### src/rtl/inst_fetch_if.sv
// Instruction-bus read channel: single outstanding request, one-cycle read-data strobe.
interface inst_fetch_if;
  logic        ibus_req;
  logic [31:0] ibus_addr;
  logic        ibus_rvalid;
  logic [31:0] ibus_rdata;

  modport master (output ibus_req, ibus_addr, input ibus_rvalid, ibus_rdata);
  modport slave  (input ibus_req, ibus_addr, output ibus_rvalid, ibus_rdata);
endinterface

### src/rtl/inst_fetch.sv
// Instruction-fetch stage: one outstanding ibus read, a one-entry hold buffer
// for decode stalls, and a discard state that absorbs flushed responses.
module inst_fetch #(
  parameter int unsigned EXC_W = 32
) (
  input  logic             clk,
  input  logic             rst,
  input  logic             i_en,
  input  logic [31:0]      pc,
  input  logic [EXC_W-1:0] excp_in,
  input  logic             stall,
  input  logic             flush,
  inst_fetch_if.master     ibus,
  output logic             fetch_stall,
  output logic             id_valid,
  output logic [31:0]      id_pc,
  output logic [31:0]      id_inst,
  output logic [EXC_W-1:0] id_excp
);

  typedef enum logic [1:0] {
    S_IDLE    = 2'd0,
    S_WAIT    = 2'd1,
    S_HOLD    = 2'd2,
    S_DISCARD = 2'd3
  } state_t;

  state_t           state, state_d;
  logic [31:0]      addr_q;
  logic [31:0]      hold_pc, hold_inst;
  logic [EXC_W-1:0] hold_excp;

  logic             accept;
  logic             load_addr;
  logic             res_valid;
  logic             to_hold;
  logic [31:0]      res_pc, res_inst;
  logic [EXC_W-1:0] res_excp;

  assign accept         = (state == S_IDLE) && i_en && !flush;
  assign fetch_stall    = (state != S_IDLE);
  assign ibus.ibus_req  = (state == S_WAIT) || (state == S_DISCARD);
  assign ibus.ibus_addr = addr_q;

  // res_valid routes a result into IF/ID, to_hold into the buffer; never both.
  always_comb begin
    state_d   = state;
    load_addr = 1'b0;
    res_valid = 1'b0;
    to_hold   = 1'b0;
    res_pc    = '0;
    res_inst  = '0;
    res_excp  = '0;
    unique case (state)
      S_IDLE: begin
        if (accept) begin
          if (excp_in == '0) begin
            load_addr = 1'b1;
            state_d   = S_WAIT;
          end else begin
            res_pc   = pc;
            res_excp = excp_in;
            if (stall) begin
              to_hold = 1'b1;
              state_d = S_HOLD;
            end else begin
              res_valid = 1'b1;
            end
          end
        end
      end
      S_WAIT: begin
        if (flush) begin
          state_d = ibus.ibus_rvalid ? S_IDLE : S_DISCARD;
        end else if (ibus.ibus_rvalid) begin
          res_pc   = addr_q;
          res_inst = ibus.ibus_rdata;
          if (stall) begin
            to_hold = 1'b1;
            state_d = S_HOLD;
          end else begin
            res_valid = 1'b1;
            state_d   = S_IDLE;
          end
        end
      end
      S_HOLD: begin
        if (flush) begin
          state_d = S_IDLE;
        end else if (!stall) begin
          res_pc    = hold_pc;
          res_inst  = hold_inst;
          res_excp  = hold_excp;
          res_valid = 1'b1;
          state_d   = S_IDLE;
        end
      end
      S_DISCARD: begin
        if (ibus.ibus_rvalid) state_d = S_IDLE;
      end
      default: state_d = S_IDLE;
    endcase
  end

  always_ff @(posedge clk or negedge rst) begin
    if (!rst) begin
      state  <= S_IDLE;
      addr_q <= '0;
    end else begin
      state <= state_d;
      if (load_addr) addr_q <= pc;
    end
  end

  always_ff @(posedge clk or negedge rst) begin
    if (!rst) begin
      hold_pc   <= '0;
      hold_inst <= '0;
      hold_excp <= '0;
    end else if (to_hold) begin
      hold_pc   <= res_pc;
      hold_inst <= res_inst;
      hold_excp <= res_excp;
    end
  end

  always_ff @(posedge clk or negedge rst) begin
    if (!rst) begin
      id_valid <= 1'b0;
      id_pc    <= '0;
      id_inst  <= '0;
      id_excp  <= '0;
    end else if (flush) begin
      id_valid <= 1'b0;
    end else if (!stall) begin
      id_valid <= res_valid;
      if (res_valid) begin
        id_pc   <= res_pc;
        id_inst <= res_inst;
        id_excp <= res_excp;
      end
    end
  end

endmodule

### src/flat_wrapper.sv
// flat-port wrapper written by rule: the top's interface ports become plain ports
module inst_fetch_flat 
#(
  parameter int unsigned EXC_W = 32
)
  (clk, rst, i_en, pc, excp_in, stall, flush, fetch_stall, id_valid, id_pc, id_inst, id_excp, ibus_ibus_req, ibus_ibus_addr, ibus_ibus_rvalid, ibus_ibus_rdata);
  inst_fetch_if ibus_i ();
  input  logic clk;
  input  logic rst;
  input  logic i_en;
  input  logic [31:0] pc;
  input  logic [EXC_W-1:0] excp_in;
  input  logic stall;
  input  logic flush;
  output logic fetch_stall;
  output logic id_valid;
  output logic [31:0] id_pc;
  output logic [31:0] id_inst;
  output logic [EXC_W-1:0] id_excp;
  output wire logic [$bits(ibus_i.ibus_req)-1:0] ibus_ibus_req;
  output wire logic [$bits(ibus_i.ibus_addr)-1:0] ibus_ibus_addr;
  input wire logic [$bits(ibus_i.ibus_rvalid)-1:0] ibus_ibus_rvalid;
  input wire logic [$bits(ibus_i.ibus_rdata)-1:0] ibus_ibus_rdata;
  assign ibus_ibus_req = ibus_i.ibus_req;
  assign ibus_ibus_addr = ibus_i.ibus_addr;
  assign ibus_i.ibus_rvalid = ibus_ibus_rvalid;
  assign ibus_i.ibus_rdata = ibus_ibus_rdata;
  inst_fetch #(.EXC_W(EXC_W)) u_core (.clk(clk), .rst(rst), .i_en(i_en), .pc(pc), .excp_in(excp_in), .stall(stall), .flush(flush), .ibus(ibus_i), .fetch_stall(fetch_stall), .id_valid(id_valid), .id_pc(id_pc), .id_inst(id_inst), .id_excp(id_excp));
endmodule
### config.mk
export PLATFORM = sky130hd
export DESIGN_NAME = inst_fetch_flat
export DESIGN_NICKNAME = d
export VERILOG_FILES = /design/src/rtl/inst_fetch_if.sv /design/src/rtl/inst_fetch.sv /design/src/flat_wrapper.sv
export SDC_FILE = /design/constraint.sdc
export NUM_CORES = 1
export LEC_CHECK = 0
export CORE_AREA = 2 2 212 214
export CTS_CLUSTER_SIZE = 16
export DETAILED_ROUTE_END_ITERATION = 10
export DIE_AREA = 0 0 214 216
export PLACE_DENSITY = 0.42
export SYNTH_ARGS = -nofsm -noshare
export SYNTH_HDL_FRONTEND = slang
export SYNTH_SLANG_ARGS = --single-unit
### constraint.sdc
create_clock -name clk -period 6.2 [get_ports clk]
set_clock_uncertainty 0.15 [all_clocks]
set_input_delay 1.24 -clock clk [delete_from_list [all_inputs] [get_ports clk]]
set_output_delay 1.24 -clock clk [all_outputs]
set_load 0.02 [all_outputs]
# [Word level (Yosys, flattened, before mapping)]
# Cells that the tools add are included.
[classes] n_addsub=0 n_mul=0 n_div=0 n_lt_le_gt_ge=0 n_eq_ne=9 n_shift=0 mux=46 bitwise_logic=2 n_reduce_logical=9
[ops] cell="two-way mux 32 bit" n=14
[ops] cell="one-hot mux 32 bit (2 select lines)" n=2
[ops] cell="one-hot mux 32 bit (3 select lines)" n=1
[ops] cell="zero test 32 bit" n=1
[ops] cell="two-way mux 2 bit" n=10
[ops] cell="two-way mux 1 bit" n=16
[ops] cell="!= test 3 bit (second input constant)" n=3
[ops] cell="one-hot mux 2 bit (4 select lines)" n=1
[ops] cell="AND reduction 5 bit" n=1
[ops] cell="equality test 2 bit (second input constant)" n=2
[ops] cell="!= test 2 x 1 -> 1 bit (second input constant)" n=2
[ops] cell="one-hot mux 1 bit (3 select lines)" n=1
[ops] cell="AND reduction 3 bit" n=1
[ops] cell="equality test 2 x 1 -> 1 bit (second input constant)" n=1
[ops] cell="logical AND 1 bit" n=2
[ops] cell="zero test 2 bit" n=1
[ops] cell="!= test 2 bit (second input constant)" n=1
[ops] cell="NOT 1 bit" n=2
[ops] cell="one-hot mux 1 bit (2 select lines)" n=1
[ops] cell="nonzero test 2 bit" n=1
[ops] cell="zero test 1 bit" n=1
[ops] cell="logical OR 1 bit" n=1
[totals] regBits=227 latch_bits=0 mem_bits_rw=0 romBits=0 input_bits=102 memories=0

# [Depth between registers and ports, before layout]
# Gate-level depths: netlist (run 1).
[depth] ltp_word=7 depth_mapped=10 depth_no_buf=7

# [Least setup slack after synthesis (run 1)]
# OpenSTA, ideal clock, no wires.
[synth_timing] path_kind="input port to flip-flop" start="in flush" end="reg u_core.id_excp[0]" arrival_ns=2.843 slack_ns=3.083 cell_stages=7 n_path_buf=2 cell_sequence="buf_2 nand2b_4 nor2_4 o21ai_1 a2111oi_4 buf_2 mux2_2"
[synth_via] elab_chain_cells=5
[synth_rtl] item="from (decl)" line="flat_wrapper.sv:14" source="input logic flush;"
[synth_rtl] item="zero test 1 bit" line="inst_fetch.sv:40" source="assign accept = (state == S_IDLE) && i_en && !flush;"
[synth_rtl] item="logical AND 1 bit" line="inst_fetch.sv:40"
[synth_rtl] item="two-way mux 1 bit" line="inst_fetch.sv:56" source="if (accept) begin"
[synth_rtl] item="one-hot mux 1 bit (3 select lines)" line="inst_fetch.sv:54" source="unique case (state)"
[synth_rtl] item="AND reduction 3 bit (no source line)"
[synth_rtl] item="to (signal assigned)" line="inst_fetch.sv:140" source="id_excp <= res_excp;"
[synth_rtl] item="to (decl)" line="inst_fetch.sv:18" source="output logic [EXC_W-1:0] id_excp"
# Parallel ways exist; a longest one is shown, timed or not.
# A chain may end at the register's enable or synchronous reset.

# [Worst setup path after layout (run 1)]
[layout_timing] start="in flush" end="reg u_core.id_inst[19]"
[layout_via] elab_chain_cells=5
[layout_rtl] item="zero test 1 bit" line="inst_fetch.sv:40"
[layout_rtl] item="logical AND 1 bit" line="inst_fetch.sv:40"
[layout_rtl] item="two-way mux 1 bit" line="inst_fetch.sv:56"
[layout_rtl] item="one-hot mux 1 bit (3 select lines)" line="inst_fetch.sv:54"
[layout_rtl] item="AND reduction 3 bit (no source line)"
[layout_rtl] item="to (signal assigned)" line="inst_fetch.sv:139" source="id_inst <= res_inst;"
[layout_rtl] item="to (decl)" line="inst_fetch.sv:17" source="output logic [31:0] id_inst,"
# Parallel ways exist; a longest one is shown, timed or not.

==> results_dict.tcl, run 1 <==
set metrics [dict create \
    antennaDiodeCount 0 \
    ant_nets 0 \
    cp_num_buf_inv 3 \
    antenna_found_initial 1 \
    powerDensity_nw_per_um2 389 \
    dpl_cell_area_um2 13000 \
    synth_flop_cell "dfrtp_1" \
    sequentialPowerShare 0.375 \
    syn_to_final_growth_pct 39.0 \
    cts_buffers 29 \
    grt_util_all_layers 0.137 \
    rsz0062_at_grt "no" \
    synth_top_family_by_area "multiplexers" \
    p_int_mw 3.64 \
    dpl_worst_slack_ns 1.48 \
    ys_ff_latch 227 \
    hold_buffers 0 \
    clock_power_share 0.310 \
    async_flop_share 1.00 \
    synthMuxAreaShare 0.177 \
    ir_drop_mv 0.188 \
    synth_cells 761 \
    final_area_um2 13900 \
    fill_cells 4444 \
    path_max_fanout 51 \
    slowest_stage "a2111oi_4" \
    clock.fmax_mhz 241 \
    synth-edff-count 0 \
    critPathArrivalTime_ns 4.42 \
    cts_resized 0 \
    cts_setup_buffers 0 \
    clk_latency_ns 0.55 \
    grt_pass1_wl_um 49900 \
    synth-compound-area-share 0.150 \
    total_leakage_power_nw 5.94 \
    drc 0 \
    end_kind "flip-flop" \
    finalMaxSlewViolations 0 \
    holdWs_ns 0.334 \
    min_period_ns 4.14 \
    multi_input_area_um2 3910 \
    power_frac_comb 0.315 \
    start_util 0.229 \
    hp-start "u_core.id_valid$_DFFE_PN0P_" \
    cts_buffer_depth 3 \
    grt_start_max_net_pins 97 \
    synth_fp_nets 869 \
    r2r_cells 9 \
    drive_above_1_share 0.203 \
    wl_per_cell_um 20.3 \
    power.total_mw 5.41 \
    worstReg2RegEnd "u_core.id_inst[19]$_DFFE_PN0P_" \
    cp_top_family "buffers and inverters" \
    ys_seq_area_frac 0.567 \
    critical_path_class "input pin to flip-flop" \
    final_cell_mix "clkdlybuf4s50_1, dfrtp_1, mux2_2" \
    grt.overflow.total 0 \
    synth_area_um2 10000 \
    post-route-util 0.318 \
    max_cap_violations 0 \
    drt-initial-drc-count 548 \
    fin_ws_ns 2.06 \
    fp.dieH_um 216 \
    timing.rr.start "u_core.state[0]$_DFFE_PN0P_" \
    cts_num_sinks 227 \
    dieArea_um2 46200 \
    regArea_um2 5680 \
    ys_warn_count 0 \
    finalHoldViolCount 0 \
    worstMarginPinSlew_ns 0.875 \
    holdPathStages 1 \
    io_pins 233 \
    stdcell_count 1590 \
    crit_path_start_kind "input pin" \
    synthSimpleGateAreaFrac 0.0537 \
    finalSetupViolations 0 \
    status "finished, final reports clean" \
    synth.avg_cell_area_um2 13.2 \
    nets 1086 \
    htreeDepth 1 \
    gp_congestion 0.698 \
    required_ns 6.48 \
    portBuffers 232 \
    synth_cell_types 39 \
    vias 7282 \
    swShare 0.328 \
    routed_via_density 4.58 \
    slew_headroom 0.415 \
    critPathMaxStageDelay_ns 0.73 \
    rows 77 \
    finalSetupTns_ns 0 \
    clkTransAtPathRegs_ns 0.05 \
    reg2reg_slack_ns 2.68 \
    cp_cell_sequence "clkdlybuf4s50_1, nand2b_4, nor2_4, buf_4, o21ai_1, a2111oi_4, buf_12, mux2_2" \
    drt-total-wl_um 32200 \
    place_inst 1539 \
    final_common_cell "clkdlybuf4s50_1" \
    holdPathEnd "u_core.id_valid$_DFFE_PN0P_" \
    grt_pass1_vias 7821 \
    period_share 0.668 \
    synthXorXnorAreaFrac 0 \
    die_w_um 214 \
    yosys.area_share.adder 0.00749 \
    power_switching_mw 1.78 \
    root_buffer "clkbuf_16" \
    core-area_um2 43800 \
    cts_tree "built" \
    firstDrtPassIters 6 \
    dp_hpwl_um 19800 \
    hold_path.class "flip-flop to flip-flop" \
]
-- synthesized netlist by cell type, types with 8 or more instances --
cell      instances  share of area
a222oi_1         32          0.032
a22o_1           64          0.056
a22oi_1          33          0.025
buf_2            12         0.0060
clkbuf_1         37          0.014
dfrtp_1         227           0.57
inv_1            36          0.013
mux2_1            8         0.0090
mux2_2          120           0.13
mux2i_1          33          0.033
nand3_1          32          0.016
nor2b_1          34          0.021
nor4_1            8         0.0050
o31ai_1          29          0.022
-- final cells by class --
type | instances | share of cell area
clock buffer | 37 | 0.0579
multi-input combinational | 434 | 0.281
inverter | 36 | 0.00970
clock inverter | 14 | 0.00988
sequential | 227 | 0.408
tap | 592 | 0.0532
timing repair buffer | 250 | 0.180
-- how the worst max path moves through the flow --
stage               startpoint                              to  slack [ns]  cells past startpoint
floorplan                flush   u_core.id_excp[0]$_DFFE_PN0P_        3.08                      7
global placement         flush   u_core.id_inst[9]$_DFFE_PN0P_        1.49                      8
detailed placement       flush  u_core.id_inst[24]$_DFFE_PN0P_        1.48                      8
CTS                      flush  u_core.id_inst[14]$_DFFE_PN0P_        2.08                      8
global route             flush  u_core.id_inst[27]$_DFFE_PN0P_        1.92                      8
finish                   flush  u_core.id_inst[19]$_DFFE_PN0P_        2.06                      8
-- power by group through the flow --
stage / combinational (mW) / sequential (mW) / clock [mW]
finish: 1.70 / 2.03 / 1.68
global route: 1.83 / 2.07 / 1.81
CTS: 1.74 / 2.03 / 1.75
detailed placement: 1.73 / 2.05 / 0
global placement: 1.73 / 2.06 / 0
floorplan: 0.761 / 2.23 / 0
-- logic make-up after synthesis --
kind of cell	count (synthesis)
AND/OR/NAND/NOR	92
adder cells (fa/ha/maj)	6
buffers and inverters	100
AO/OA/AOI/OAI	175
flip-flops	227
multiplexers	161
-- registers in the layout (all words and copies together), names as in the netlist --
name	count
u_core.hold_pc	32
u_core.ibus.ibus_addr	32
u_core.hold_inst	32
u_core.id_excp	32
u_core.id_inst	32
u_core.hold_excp	32
u_core.state	2
u_core.id_pc	32
u_core.id_valid	1
-- metal layers --
metal	up-vias	wire length, µm	GRT usage
li1	3303	-	-
met1	3741	14500	0.183
met2	195	14800	0.219
met3	41	2220	0.0405
met4	2	674	0.0312
met5	-	16	0
Note: power is estimated with default switching activity, not from simulation.
==> run 2, diff against run 1 <==
- PLACE_DENSITY: 0.42 -> 0.43
- clock period: 6.2 -> 3.7 ns (I/O delays scaled with it)
==> run 2 against run 1 <==
  * The run now ends with negative hold slack left
  * Core utilization increased by 0.47 points
  * Sequential share of layout area is 0.59 points lower
  * Final area up 1.5%
  * Global-route usage decreased by 0.083 points
  * Non-clock buffer count increased by 11
  * Worst hold slack worse by 0.34 ns
  * Die area unchanged
  * Critical path depth down 4
  * Critical path type is now flip-flop to output port
  * Critical endpoint is now ibus_ibus_req
  * Highest routed layer unchanged
==> results_dict.tcl, run 2 (synthesized netlist as in run 1, its figures left out) <==
set metrics [dict create \
    status "finished, violations left" \
    violations "negative hold slack" \
    worstMarginPinSlew_ns 1.05 \
    cts_setup_buffers 0 \
    final_cell_mix "clkdlybuf4s50_1, dfrtp_1, mux2_2" \
    required_ns 2.81 \
    cts_buffers 28 \
    drt-total-wl_um 32000 \
    critPathArrivalTime_ns 2.24 \
    routed_via_density 4.59 \
    slowest_stage "clkdlybuf4s50_1" \
    firstDrtPassIters 8 \
    start_util 0.229 \
    final_area_um2 14100 \
    antennaDiodeCount 0 \
    total_leakage_power_nw 6.02 \
    crit_start "u_core.state[1]$_DFFE_PN0P_" \
    gp_congestion 0.699 \
    htreeDepth 1 \
    grt_pass1_wl_um 49500 \
    grt_start_max_net_pins 73 \
    clk_latency_ns 0.56 \
    grt_pass1_vias 7779 \
    hold_path.class "input pin to async pin" \
    grt.overflow.total 0 \
    path_max_fanout 6 \
    rows 77 \
    dpl_cell_area_um2 13200 \
    core-area_um2 43800 \
    nets 1096 \
    antenna_found_initial 4 \
    slew_headroom 0.297 \
    finalMaxSlewViolations 0 \
    post-route-util 0.322 \
    finalHoldViolCount 2 \
    clkTransAtPathRegs_ns 0.06 \
    timing.rr.start "u_core.state[0]$_DFFE_PN0P_" \
    clock.fmax_mhz 319 \
    rsz0062_at_grt "no" \
    hold_buffers 0 \
    dp_hpwl_um 20400 \
    powerDensity_nw_per_um2 642 \
    cts_tree "built" \
    finalSetupViolations 0 \
    critical_path_class "flip-flop to output port" \
    ir_drop_mv 0.267 \
    critPathMaxStageDelay_ns 0.60 \
    crit_path_start_kind "flip-flop" \
    dieArea_um2 46200 \
    root_buffer "clkbuf_16" \
    final_common_cell "clkdlybuf4s50_1" \
    cts_resized 0 \
    die_w_um 214 \
    holdWs_ns -0.00887 \
    cp_cell_sequence "inv_1, ha_1, or2_2, clkdlybuf4s50_1" \
    ant_nets 0 \
    wl_per_cell_um 20.0 \
    fp.dieH_um 216 \
    syn_to_final_growth_pct 41.0 \
    drc 0 \
    finalSetupTns_ns 0 \
    drive_above_1_share 0.206 \
    vias 7338 \
    io_pins 233 \
    cts_num_sinks 227 \
    grt_util_all_layers 0.136 \
    period_share 0.846 \
    min_period_ns 3.13 \
    drt-initial-drc-count 533 \
    max_cap_violations 0 \
    end_kind "output port" \
    portBuffers 232 \
    cts_buffer_depth 3 \
]
## run 2: cell count changes in the layout (fill, tap and decap cells not counted), sizes merged
cell      before  now
clkbuf        37   47
clkinv        10    1
inv           37   36
bufinv         2    1
clkinvlp       1    0
buf           19   30
## run 2: where the power goes
group | switching, mW | total, mW | internal, mW
sequential | 0.336 | 3.40 | 3.06
clock | 1.09 | 2.78 | 1.69
combinational | 1.49 | 2.90 | 1.40
total | 2.92 | 9.07 | 6.16
## run 2: final cells by class
type,count,area [µm²]
sequential,227,5680
inverter,36,135
clock buffer,47,893
fill,4406,29700
tap,592,741
multi-input combinational,434,3910
clock inverter,2,35.0
timing repair buffer,261,2730
## run 2: through the flow
step           cells  power [mW]  setup slack (ns)
2_1_floorplan    761        5.01              1.08
3_3_place_gp    1550        6.40             0.180
3_5_place_dp    1550        6.40             0.223
4_1_cts         1599        9.26             0.499
5_1_grt         1599        9.60             0.461
6_report        1599        9.07             0.568
## run 2: final timing paths
kind	to	slack, ns	cells after the start
worst min-delay path	u_core.id_inst[8]$_DFFE_PN0P_	-0.009	1
worst max register to register	u_core.id_inst[20]$_DFFE_PN0P_	0.96	8
min in group clk	u_core.id_valid$_DFFE_PN0P_	0.34	1
max in group asynchronous	u_core.id_inst[16]$_DFFE_PN0P_	2.53	2
worst max-delay path	ibus_ibus_req	0.57	4
worst min register to register	u_core.id_valid$_DFFE_PN0P_	0.34	1
## run 2: critical path, delay by kind of cell (launching register included)
kind | cells | cell delay (ns)
fa+ha+maj | 1 | 0.26
buf+inv | 2 | 0.71
flops | 1 | 0.40
simple gates | 1 | 0.31
## run 2: metal layers
| layer | routed length [µm] | GRT usage |
|---|---|---|
| met1 | 14100 | 0.180 |
| met2 | 14700 | 0.216 |
| met3 | 2420 | 0.0423 |
| met4 | 610 | 0.0371 |
| met5 | 53 | 0 |
==> run 3, diff against run 2 <==
- clock period: 3.7 -> 2.7 ns (I/O delays scaled with it)
==> run 3 against run 2 <==
  * The run now ends clean
  * Core utilization rose by 1.7 points
  * Combinational power grew 45%
  * Final area up 5.4%
  * Power is 42% higher
  * Die area unchanged
  * Critical endpoint is now u_core.id_pc[19]$_DFFE_PN0P_
==> results_dict.tcl, run 3 (synthesized netlist as in run 1, its figures left out) <==
set metrics [dict create \
    critPathMaxStageDelay_ns 0.54 \
    power_frac_comb 0.326 \
    portBuffers 232 \
    clkTransAtPathRegs_ns 0.06 \
    gp_congestion 0.709 \
    firstDrtPassIters 6 \
    status "finished, final reports clean" \
    cts_buffers 28 \
    grt_util_all_layers 0.141 \
    swShare 0.316 \
    rsz0062_at_grt "no" \
    total_leakage_power_nw 6.47 \
    ir_drop_mv 0.398 \
    powerDensity_nw_per_um2 866 \
    grt_pass1_vias 8122 \
    wl_per_cell_um 19.4 \
    start_util 0.229 \
    drt-total-wl_um 32700 \
    antenna_found_initial 2 \
    max_cap_violations 0 \
    io_pins 233 \
    ant_nets 0 \
    routed_via_density 4.53 \
    worstMarginPinSlew_ns 0.665 \
    power_switching_mw 4.08 \
    finalMaxSlewViolations 0 \
    final_common_cell "clkdlybuf4s50_1" \
    cts_num_sinks 227 \
    die_w_um 214 \
    path_max_fanout 32 \
    critPathArrivalTime_ns 2.86 \
    htreeDepth 1 \
    period_share 0.964 \
    drive_above_1_share 0.269 \
    cts_buffer_depth 3 \
    end_kind "flip-flop" \
    cp_cell_sequence "clkdlybuf4s50_1, nor4_1, nand4_1, o21a_1, buf_12, a222oi_1, mux2i_1" \
    rows 77 \
    root_buffer "clkbuf_16" \
    hold_path.class "flip-flop to flip-flop" \
    drt-initial-drc-count 519 \
    clock_power_share 0.313 \
    vias 7632 \
    p_int_mw 8.82 \
    finalHoldViolCount 0 \
    fp.dieH_um 216 \
    finalSetupViolations 0 \
    holdWs_ns 0.333 \
    core-area_um2 43800 \
    fin_ws_ns 0.0971 \
    min_period_ns 2.60 \
    critical_path_class "input pin to flip-flop" \
    clk_latency_ns 0.55 \
    final_cell_mix "clkdlybuf4s50_1, dfrtp_1, mux2_2" \
    dieArea_um2 46200 \
    nets 1178 \
    clock.fmax_mhz 384 \
    grt.overflow.total 0 \
    sequentialPowerShare 0.361 \
    syn_to_final_growth_pct 48.7 \
    cts_tree "built" \
    slew_headroom 0.557 \
    crit_path_start_kind "input pin" \
    dpl_worst_slack_ns -0.520 \
    drc 0 \
    dp_hpwl_um 21600 \
    grt_start_max_net_pins 74 \
    power.total_mw 12.9 \
    slowest_stage "a222oi_1" \
    required_ns 2.96 \
    grt_pass1_wl_um 51200 \
]
-- run 3: critical path, delay by kind of cell --
family          cells  cell delay, ns
simple gates        2            0.71
compound gates      2            0.84
mux                 1            0.14
buf+inv             2            0.61
-- run 3: metal layers --
metal	track usage	wire length (µm)	share of wire	vias up
met1	0.188	14800	0.45	3875
met2	0.230	15300	0.47	217
li1	-	-	-	3503
met4	0.0336	524	0.016	2
met3	0.0338	2020	0.062	35
met5	0	12	0.00037	-
-- run 3: metrics by stage --
stage | util | instance area (µm²) | TNS, ns | cells
global placement | 0.316 | 13800 | -95.08 | 1627
finish | 0.340 | 14900 | 0 | 1685
global route | 0.340 | 14900 | 0 | 1684
floorplan | - | 10000 | 0 | 761
CTS | 0.339 | 14900 | 0 | 1682
detailed placement | 0.316 | 13800 | -97.47 | 1627
-- run 3: power groups by stage --
stage / logic (mW) / registers (mW) / clock network (mW)
after global routing: 4.54 / 4.76 / 4.35
after CTS: 4.27 / 4.66 / 4.20
after floorplan: 1.75 / 5.11 / 0
after detailed placement: 4.26 / 4.71 / 0
after global placement: 4.23 / 4.71 / 0
final: 4.21 / 4.65 / 4.04
-- run 3: final timing paths --
check | startpoint | endpoint | slack [ns] | cells past startpoint
worst max-delay path | excp_in[17] | u_core.id_pc[19]$_DFFE_PN0P_ | 0.1 | 7
worst min-delay path | u_core.id_valid$_DFFE_PN0P_ | u_core.id_valid$_DFFE_PN0P_ | 0.33 | 1
worst max register to register | u_core.state[0]$_DFFE_PN0P_ | u_core.id_excp[21]$_DFFE_PN0P_ | 0.18 | 11
worst min register to register | u_core.id_valid$_DFFE_PN0P_ | u_core.id_valid$_DFFE_PN0P_ | 0.33 | 1
max in group asynchronous | rst | u_core.id_excp[31]$_DFFE_PN0P_ | 1.30 | 3
min in group asynchronous | rst | u_core.id_inst[6]$_DFFE_PN0P_ | 0.43 | 2
-- run 3: area by class of cell --
class | instances | area [µm²]
timing repair buffer | 343 | 3440
multi-input combinational | 434 | 3910
sequential | 227 | 5680
clock inverter | 12 | 191
clock buffer | 40 | 797
antenna | 1 | 2.50
fill | 4341 | 28900
tap | 592 | 741
inverter | 36 | 135
-- run 3: what timing repair did --
| action | CTS | global route |
|---|---|---|
| hold buffers | 1 | 0 |
| pin swaps | 1 | 1 |
| endpoints found under the hold margin | 62 | 0 |
| endpoints found under the setup margin | 19 | 89 |
| gates cloned | 0 | 1 |
| buffers inserted | 2 | 1 |
| resized for setup | 2 | 7 |
